`config.mk`:
```
export PLATFORM = sky130hd
export DESIGN_NAME = usr_serial_receiver
export DESIGN_NICKNAME = d
export VERILOG_FILES = /design/src/rtl/usr_serial_receiver.sv
export SDC_FILE = /design/constraint.sdc
export NUM_CORES = 1
export LEC_CHECK = 0
export ABC_CLOCK_PERIOD_IN_PS = 3700
export CORE_UTILIZATION = 54
export CTS_CLUSTER_DIAMETER = 100
export DETAILED_ROUTE_END_ITERATION = 10
export GPL_ROUTABILITY_DRIVEN = 1
export GPL_TIMING_DRIVEN = 0
export PLACE_DENSITY = 0.89
export RECOVER_POWER = 100
export SLEW_MARGIN = 20
export SYNTH_ARGS = -nofsm -noshare
export SYNTH_HDL_FRONTEND = slang
export SYNTH_SLANG_ARGS = --single-unit
```
`constraint.sdc`:
```
create_clock -name clk -period 3.7 [get_ports clk]
set_input_delay 0.925 -clock clk [delete_from_list [all_inputs] [get_ports clk]]
set_output_delay 0.925 -clock clk [all_outputs]
set_load 0.02 [all_outputs]
```
`src/rtl/usr_serial_receiver.sv`:
```
// Serial receiver for the universal shift register output stream.
// Reassembles framed words (start=1, WIDTH data bits, optional even parity,
// stop=0) sampled on sin_en strobes, and hands each good word to a consumer
// over a valid/acknowledge hold interface with parity, framing and overrun
// status.
module usr_serial_receiver #(
  parameter int WIDTH     = 4,
  parameter int PARITY_EN = 1
) (
  input  logic             clk,
  input  logic             reset,
  input  logic             sin,
  input  logic             sin_en,
  input  logic             dir,
  input  logic             rd_ack,
  output logic [WIDTH-1:0] data_out,
  output logic             data_valid,
  output logic             parity_err,
  output logic             frame_err,
  output logic             overrun,
  output logic             busy
);

  localparam int CNT_W = $clog2(WIDTH + 1);
  localparam logic [CNT_W-1:0] LAST_BIT = CNT_W'(WIDTH - 1);

  typedef enum logic [1:0] {
    IDLE,
    DATA,
    PARITY,
    STOP
  } state_e;

  state_e           state_q,      state_d;
  logic [CNT_W-1:0] bit_cnt_q,    bit_cnt_d;
  logic [WIDTH-1:0] shift_q,      shift_d;
  logic             dir_q,        dir_d;
  logic             perr_q,       perr_d;
  logic             frame_err_q,  frame_err_d;
  logic [WIDTH-1:0] data_q,       data_d;
  logic             valid_q,      valid_d;
  logic             par_err_q,    par_err_d;
  logic             overrun_q,    overrun_d;

  // Set for the single cycle in which a frame with a correct stop bit ends.
  logic             frame_done;

  // Frame FSM and shift datapath: advances only on bit strobes.
  always_comb begin
    // NOTE: every signal assigned here gets a default first, so no path can
    // leave one unassigned and infer a latch.
    state_d     = state_q;
    bit_cnt_d   = bit_cnt_q;
    shift_d     = shift_q;
    dir_d       = dir_q;
    perr_d      = perr_q;
    frame_err_d = 1'b0;
    frame_done  = 1'b0;

    if (sin_en) begin
      unique case (state_q)
        IDLE: begin
          if (sin) begin
            state_d   = DATA;
            bit_cnt_d = '0;
            dir_d     = dir;
            perr_d    = 1'b0;
          end
        end

        DATA: begin
          if (!dir_q) begin
            // LSB-first: new bit enters at the MSB and walks right.
            shift_d[WIDTH-1] = sin;
            for (int i = 0; i < WIDTH - 1; i++) begin
              shift_d[i] = shift_q[i+1];
            end
          end else begin
            // MSB-first: new bit enters at the LSB and walks left.
            shift_d[0] = sin;
            for (int i = 1; i < WIDTH; i++) begin
              shift_d[i] = shift_q[i-1];
            end
          end
          bit_cnt_d = bit_cnt_q + CNT_W'(1);
          if (bit_cnt_q == LAST_BIT) begin
            state_d = (PARITY_EN != 0) ? PARITY : STOP;
          end
        end

        PARITY: begin
          // Even parity: XOR over data and parity bit is 0 for a good word.
          perr_d  = (^shift_q) ^ sin;
          state_d = STOP;
        end

        STOP: begin
          if (!sin) begin
            frame_done = 1'b1;
          end else begin
            frame_err_d = 1'b1;
          end
          state_d = IDLE;
        end

        default: state_d = IDLE;
      endcase
    end
  end

  // Consumer-side holding register: load, overrun and acknowledge handling.
  always_comb begin
    data_d    = data_q;
    valid_d   = valid_q;
    par_err_d = par_err_q;
    overrun_d = overrun_q;

    if (frame_done) begin
      if (!valid_q || rd_ack) begin
        data_d    = shift_q;
        par_err_d = perr_q;
        valid_d   = 1'b1;
      end else begin
        overrun_d = 1'b1;
      end
    end else if (valid_q && rd_ack) begin
      valid_d = 1'b0;
    end
  end

  // State register with synchronous reset; a partial frame is discarded.
  always_ff @(posedge clk) begin
    // NOTE: non-blocking assignments so every flop samples pre-edge values.
    if (reset) begin
      state_q     <= IDLE;
      bit_cnt_q   <= '0;
      shift_q     <= '0;
      dir_q       <= 1'b0;
      perr_q      <= 1'b0;
      frame_err_q <= 1'b0;
      data_q      <= '0;
      valid_q     <= 1'b0;
      par_err_q   <= 1'b0;
      overrun_q   <= 1'b0;
    end else begin
      state_q     <= state_d;
      bit_cnt_q   <= bit_cnt_d;
      shift_q     <= shift_d;
      dir_q       <= dir_d;
      perr_q      <= perr_d;
      frame_err_q <= frame_err_d;
      data_q      <= data_d;
      valid_q     <= valid_d;
      par_err_q   <= par_err_d;
      overrun_q   <= overrun_d;
    end
  end

  assign data_out   = data_q;
  assign data_valid = valid_q;
  assign parity_err = par_err_q;
  assign frame_err  = frame_err_q;
  assign overrun    = overrun_q;
  assign busy       = (state_q != IDLE);

endmodule
```
## After elaboration in Yosys (flattened, before gate mapping)

Index checks and enable logic that the tools add are counted.
W data, S select, Z words.

| cells by class | value |
|---|---|
| add/subtract/negate cells | 1 |
| bitwise logic cells | 4 |
| multiplexer cells | 15 |
| eq/ne operators | 7 |
| reduce and logical (&&, ||, !) cells | 18 |

Operators with widths:

| cell | count |
|---|---|
| $reduce_and A3 Y1 | 4 |
| $mux W1 | 8 |
| $pmux W2 S4 | 1 |
| $reduce_and A2 Y1 | 4 |
| $reduce_bool A2 Y1 | 4 |
| $pmux W3 S2 | 1 |
| $eq A2 B2 Y1 const B | 2 |
| $mux W2 | 2 |
| $mux W4 | 1 |
| $ne A2 B2 Y1 const B | 2 |
| $reduce_xor A4 Y1 | 1 |
| $add A3 B1 Y3 const B | 1 |
| $eq A3 B2 Y1 const B | 1 |
| $mux W3 | 1 |
| $not A1 Y1 | 3 |
| $reduce_or A3 Y1 | 1 |
| $eq A2 B1 Y1 const B | 1 |
| $logic_not A2 Y1 | 1 |
| $ne A2 B1 Y1 const B | 1 |
| $pmux W1 S2 | 1 |
| $logic_and A1 B1 Y1 | 1 |
| $logic_not A1 Y1 | 1 |
| $logic_or A1 B1 Y1 | 1 |
| $xor A1 B1 Y1 | 1 |

| word-level totals | value |
|---|---|
| flip-flop bits (word level) | 19 |
| output and inout bits | 9 |
| bits of input ports | 6 |
| word-level logic and storage cells | 55 |

## Logic depth before layout (Yosys ltp)

| depth | value |
|---|---|
| depth after elaboration | 5 |
| depth in mapped cells | 7 |
| depth with buffers taken out | 6 |

## Worst setup path before layout

Ideal clock, no wire load.

| timing | value |
|---|---|
| path type | input to register |
| from | input port sin |
| to | register bit_cnt_q[1] |
| library setup time | 128 ps |
| cell stages on the path | 5 |
| path slack | 1963 ps |
| data arrival time | 1610 ps |
| buffers on the path | 1 |
| data required time | 3572 ps |
| cell sequence | buf_8 nand2b_2 and2_1 a22oi_1 nor2_1 |

| between the ends | value |
|---|---|
| cells in the longest elaborated chain, start to end | 2 |

Ends and longest elaborated chain:

| element | line | text |
|---|---|---|
| start, declared | 12 | `input logic sin,` |
| $ne A2 B2 Y1 (no source line) | -- |  |
| $reduce_and A3 Y1 (no source line) | -- |  |
| end signal, assigned | 147 | `bit_cnt_q <= bit_cnt_d;` |
| end, declared | 35 | `logic [CNT_W-1:0] bit_cnt_q, bit_cnt_d;` |

Every way passes these cells.
A chain may end at the register's enable or synchronous reset.

## Worst setup path in the final report

| timing | value |
|---|---|
| from | register state_q[0] |
| to | output port busy |

| between the ends | value |
|---|---|
| cells in the longest elaborated chain, start to end | 1 |

Ends and longest elaborated chain:

| element | line | text |
|---|---|---|
| start, declared | 34 | `state_e state_q, state_d;` |
| start signal, assigned | 146 | `state_q <= state_d;` |
| $reduce_bool A2 Y1 | 164 | `assign busy = (state_q != IDLE);` |
| end, declared | 21 | `output logic busy` |

Every way passes these cells.

==> summary.md <==
| Metric | Value |
|---|---|
| Detailed router's first-iteration violation count | `5` |
| Post-synthesis mux area share | `0.131` |
| Top post-synthesis cells by area | `dfxtp_1 (41%), mux2i_1 (13%), ha_1 (9.5%)` |
| Worst-Skew Late Latency | `about 0.3 ns` |
| GPL Wtd Cong | `roughly 0.8` |
| Pwr dens | `361 mW/mm^2` |
| Die Wd | `43.3 um` |
| CTS Buffer Depth | `2` |
| Largest net degree at the start of global routing | `11` |
| Uppermost layer routed | `met4` |
| Row count | `14` |
| Crit path max fanout | `4` |
| Mapped Avg Cell Area | `roughly 9.9 sq um` |
| DR vias/cell | `5.54` |
| Slew Limit Fails | `0` |
| Post-synth top area share | `0.414` |
| Outcome | `complete, no violations` |
| Setup Skew | `0.000950 ns` |
| Yosys warns | `0` |
| Routed wl met2 | `830 um` |
| Seq/Total Area, Yosys | `0.414` |
| Inserted Clock Buffers | `3` |
| Vias | `about 700` |
| Area grow syn2layout | `16.7%` |
| First-pass GRT wire length | `between 2 and 3 mm` |
| Yosys cell types | `26` |
| Most common cell on crit path | `inv_1` |
| Slowest CP cell | `dlygate4sd3_1` |
| Final hold vios | `0` |
| CTS resizes | `0` |
| Routed wire length | `around 1.7 mm` |
| Max cap viols | `0` |
| CTS tree | `yes` |
| # H-tree levels | `1` |
| Hpwl dp | `1.18 mm` |
| Hold-fix buffers at CTS | `0` |
| CP required | `approximately 2.8 ns` |
| FF+latch count, synth | `19` |
| Relative slew slack | `0.354` |
| First-pass iteration count of the detailed router | `4` |
| Antenna-violating nets left | `0` |
| Shortest period the worst path allows | `about 2.7 ns` |
| Die area | `between 0.0015 and 0.002 sq mm` |
| TNS Setup | `0 ns` |
| RSZ-0062 raised after global routing | `no` |
| Setup violators final | `0` |
| DR WL/cell | `~13 um` |
| Crit-path cells | `inv_1, ha_1, inv_1, dlygate4sd3_1` |
| Area leader, netlist | `dfxtp_1` |
| Synth Area in Simple Gates | `0.181` |
| All-Layer GR Usage | `0.195` |
| Mapped cell area | `~920 sq um` |
| IO buf count | `12` |
| Critical path's largest stage delay | `between 0.6 and 0.7 ns` |
| Worst-path clk slew | `approximately 0.10 ns` |
| Ports | `15` |
| Cells after Synth | `93` |
| DR DRC count | `0` |
| # fillers | `130` |
| Metal-1 WL | `742 um` |
| Final period util | `0.731` |
| Grt ovf | `0` |
| Crit end category | `output port` |
| Root buffer selected by CTS | `clkbuf_4` |
| TritonCTS Sinks | `19` |
| Hold crit path type | `flop to flop` |
| Initial antenna violation count | `0` |
| Largest family of logic cells by synthesized area | `simple AND/OR/NAND/NOR gates` |
| Core ar. | `~0.0015 sq mm` |
| Number of global-route vias before repair | `608` |
| Final net count | `123` |
| Leakage power | `0.000432 uW` |
| Startpoint type of the worst setup path | `flop` |
| Worst VDD drop | `0.000219 V` |
| Post-Synth XOR/XNOR Area | `0.0435` |
| Layout cells sized above 1 | `0.0642` |
| Met3 WL | `approximately 64 um` |
| Setup CP Type | `flop to output port` |
| Post-CTS setup buffers | `0` |
| Die H | `between 40 and 50 um` |
| Tot Pwr | `387 uW` |
| Syn_nets | `106` |
| CP arrival | `1.78 ns` |
| Worst-Margin Slew | `approximately 0.96 ns` |
| Initial Util | `0.597` |
| Post-Synth Adder-Cell Area | `0.0952` |
| Fmax achieved | `370 MHz` |
| Complex-gate fraction of the synthesized area | `0.0776` |
| N_diodes | `0` |
per-stage QoR:
stage | utilization | instance area (sq um) | setup slack (ns) | hold slack (ns) | instances
CTS | 0.705 | 1090 | 1.07 | 0.464 | 125
floorplan | - | 920 | 1.96 | 0.434 | 93
detailed placement | 0.688 | 1060 | 1.28 | 0.450 | 121
global placement | 0.688 | 1060 | 1.33 | 0.445 | 121
global route | 0.696 | 1070 | 0.930 | 0.479 | 125
finish | 0.696 | 1070 | 0.994 | 0.461 | 125
logic make-up after synthesis:
| kind of cell | after synthesis |
|---|---|
| AND/OR/NAND/NOR | 33 |
| flip-flops | 19 |
| multiplexers | 12 |
| AO/OA/AOI/OAI | 10 |
| buffers and inverters | 9 |
| adder cells (fa/ha/maj) | 7 |
| XOR/XNOR | 3 |
where the power goes:
group	leakage [uW]	switching [uW]	internal, uW
combinational	0.000263	34.7	30.0
clock	0.0000150	62.4	42.0
sequential	0.000154	6.89	211
worst max-delay path, delay by kind of cell (launching register included):
kind | cells | cell delay (ns)
buf+inv | 3 | 0.83
flops | 1 | 0.38
fa+ha+maj | 1 | 0.27
final timing paths:
kind | start | endpoint | slack (ns) | depth (start not counted)
max | state_q[0]$_SDFFE_PP0P_ | busy | 0.99 | 4
min | bit_cnt_q[2]$_SDFFE_PP0P_ | bit_cnt_q[2]$_SDFFE_PP0P_ | 0.46 | 2
min reg2reg | bit_cnt_q[2]$_SDFFE_PP0P_ | bit_cnt_q[2]$_SDFFE_PP0P_ | 0.46 | 2
max reg2reg | state_q[1]$_SDFFE_PP0P_ | data_out[0]$_SDFFE_PP0P_ | 1.83 | 5
cells in the mapped netlist (all sizes together):
cell and instances:
xnor2 1, a22oi 1, nand2b 4, and2 2, buf 3, ha 7
dfxtp 19, nand2 2, clkbuf 2, a21boi 1, xnor3 1, nor3b 1
nor2b 1, inv 4, a21oi 3, xor2 1, nand3 4, mux2i 12
nor3 2, nor2 17, a211oi 5
registers in the layout, summed over array words and instances, names as in the netlist, 2 cells and up:
signal     cells
data_out       4
shift_q        4
bit_cnt_q      3
state_q        2
placed cells by master, fill, tap and decap left out, drive strengths merged:
cell           synthesis  final
a211oi                 5      5
a21boi                 1      1
a21oi                  3      3
a22oi                  1      1
and2                   2      2
buf                    3      2
clkbuf                 2      7
clkdlybuf4s50          0      2
dfxtp                 19     19
dlygate4sd3            0     10
ha                     7      7
inv                    4      4
mux2i                 12     12
nand2                  2      2
nand2b                 4      4
nand3                  4      4
nor2                  17     17
nor2b                  1      1
nor3                   2      2
nor3b                  1      1
xnor2                  1      1
xnor3                  1      1
xor2                   1      1
final cells by class:
class                   count  area [sq um]  share of cell area
well taps                  16          20.0              0.0186
multi-input cells          65           474               0.442
flip-flops and latches     19           380               0.354
inverters                   4          15.0              0.0140
repair buffers             12           120               0.112
plain buffers               5          37.5              0.0350
clock buffers               4          26.3              0.0245
per-layer routing:
layer / global-route usage / vias to the layer above
met5: 0 / -
met4: 0.0909 / 0
met3: 0.0383 / 9
met2: 0.343 / 26
met1: 0.222 / 315
li1: - / 342
Power figures use the tool's default switching activity.
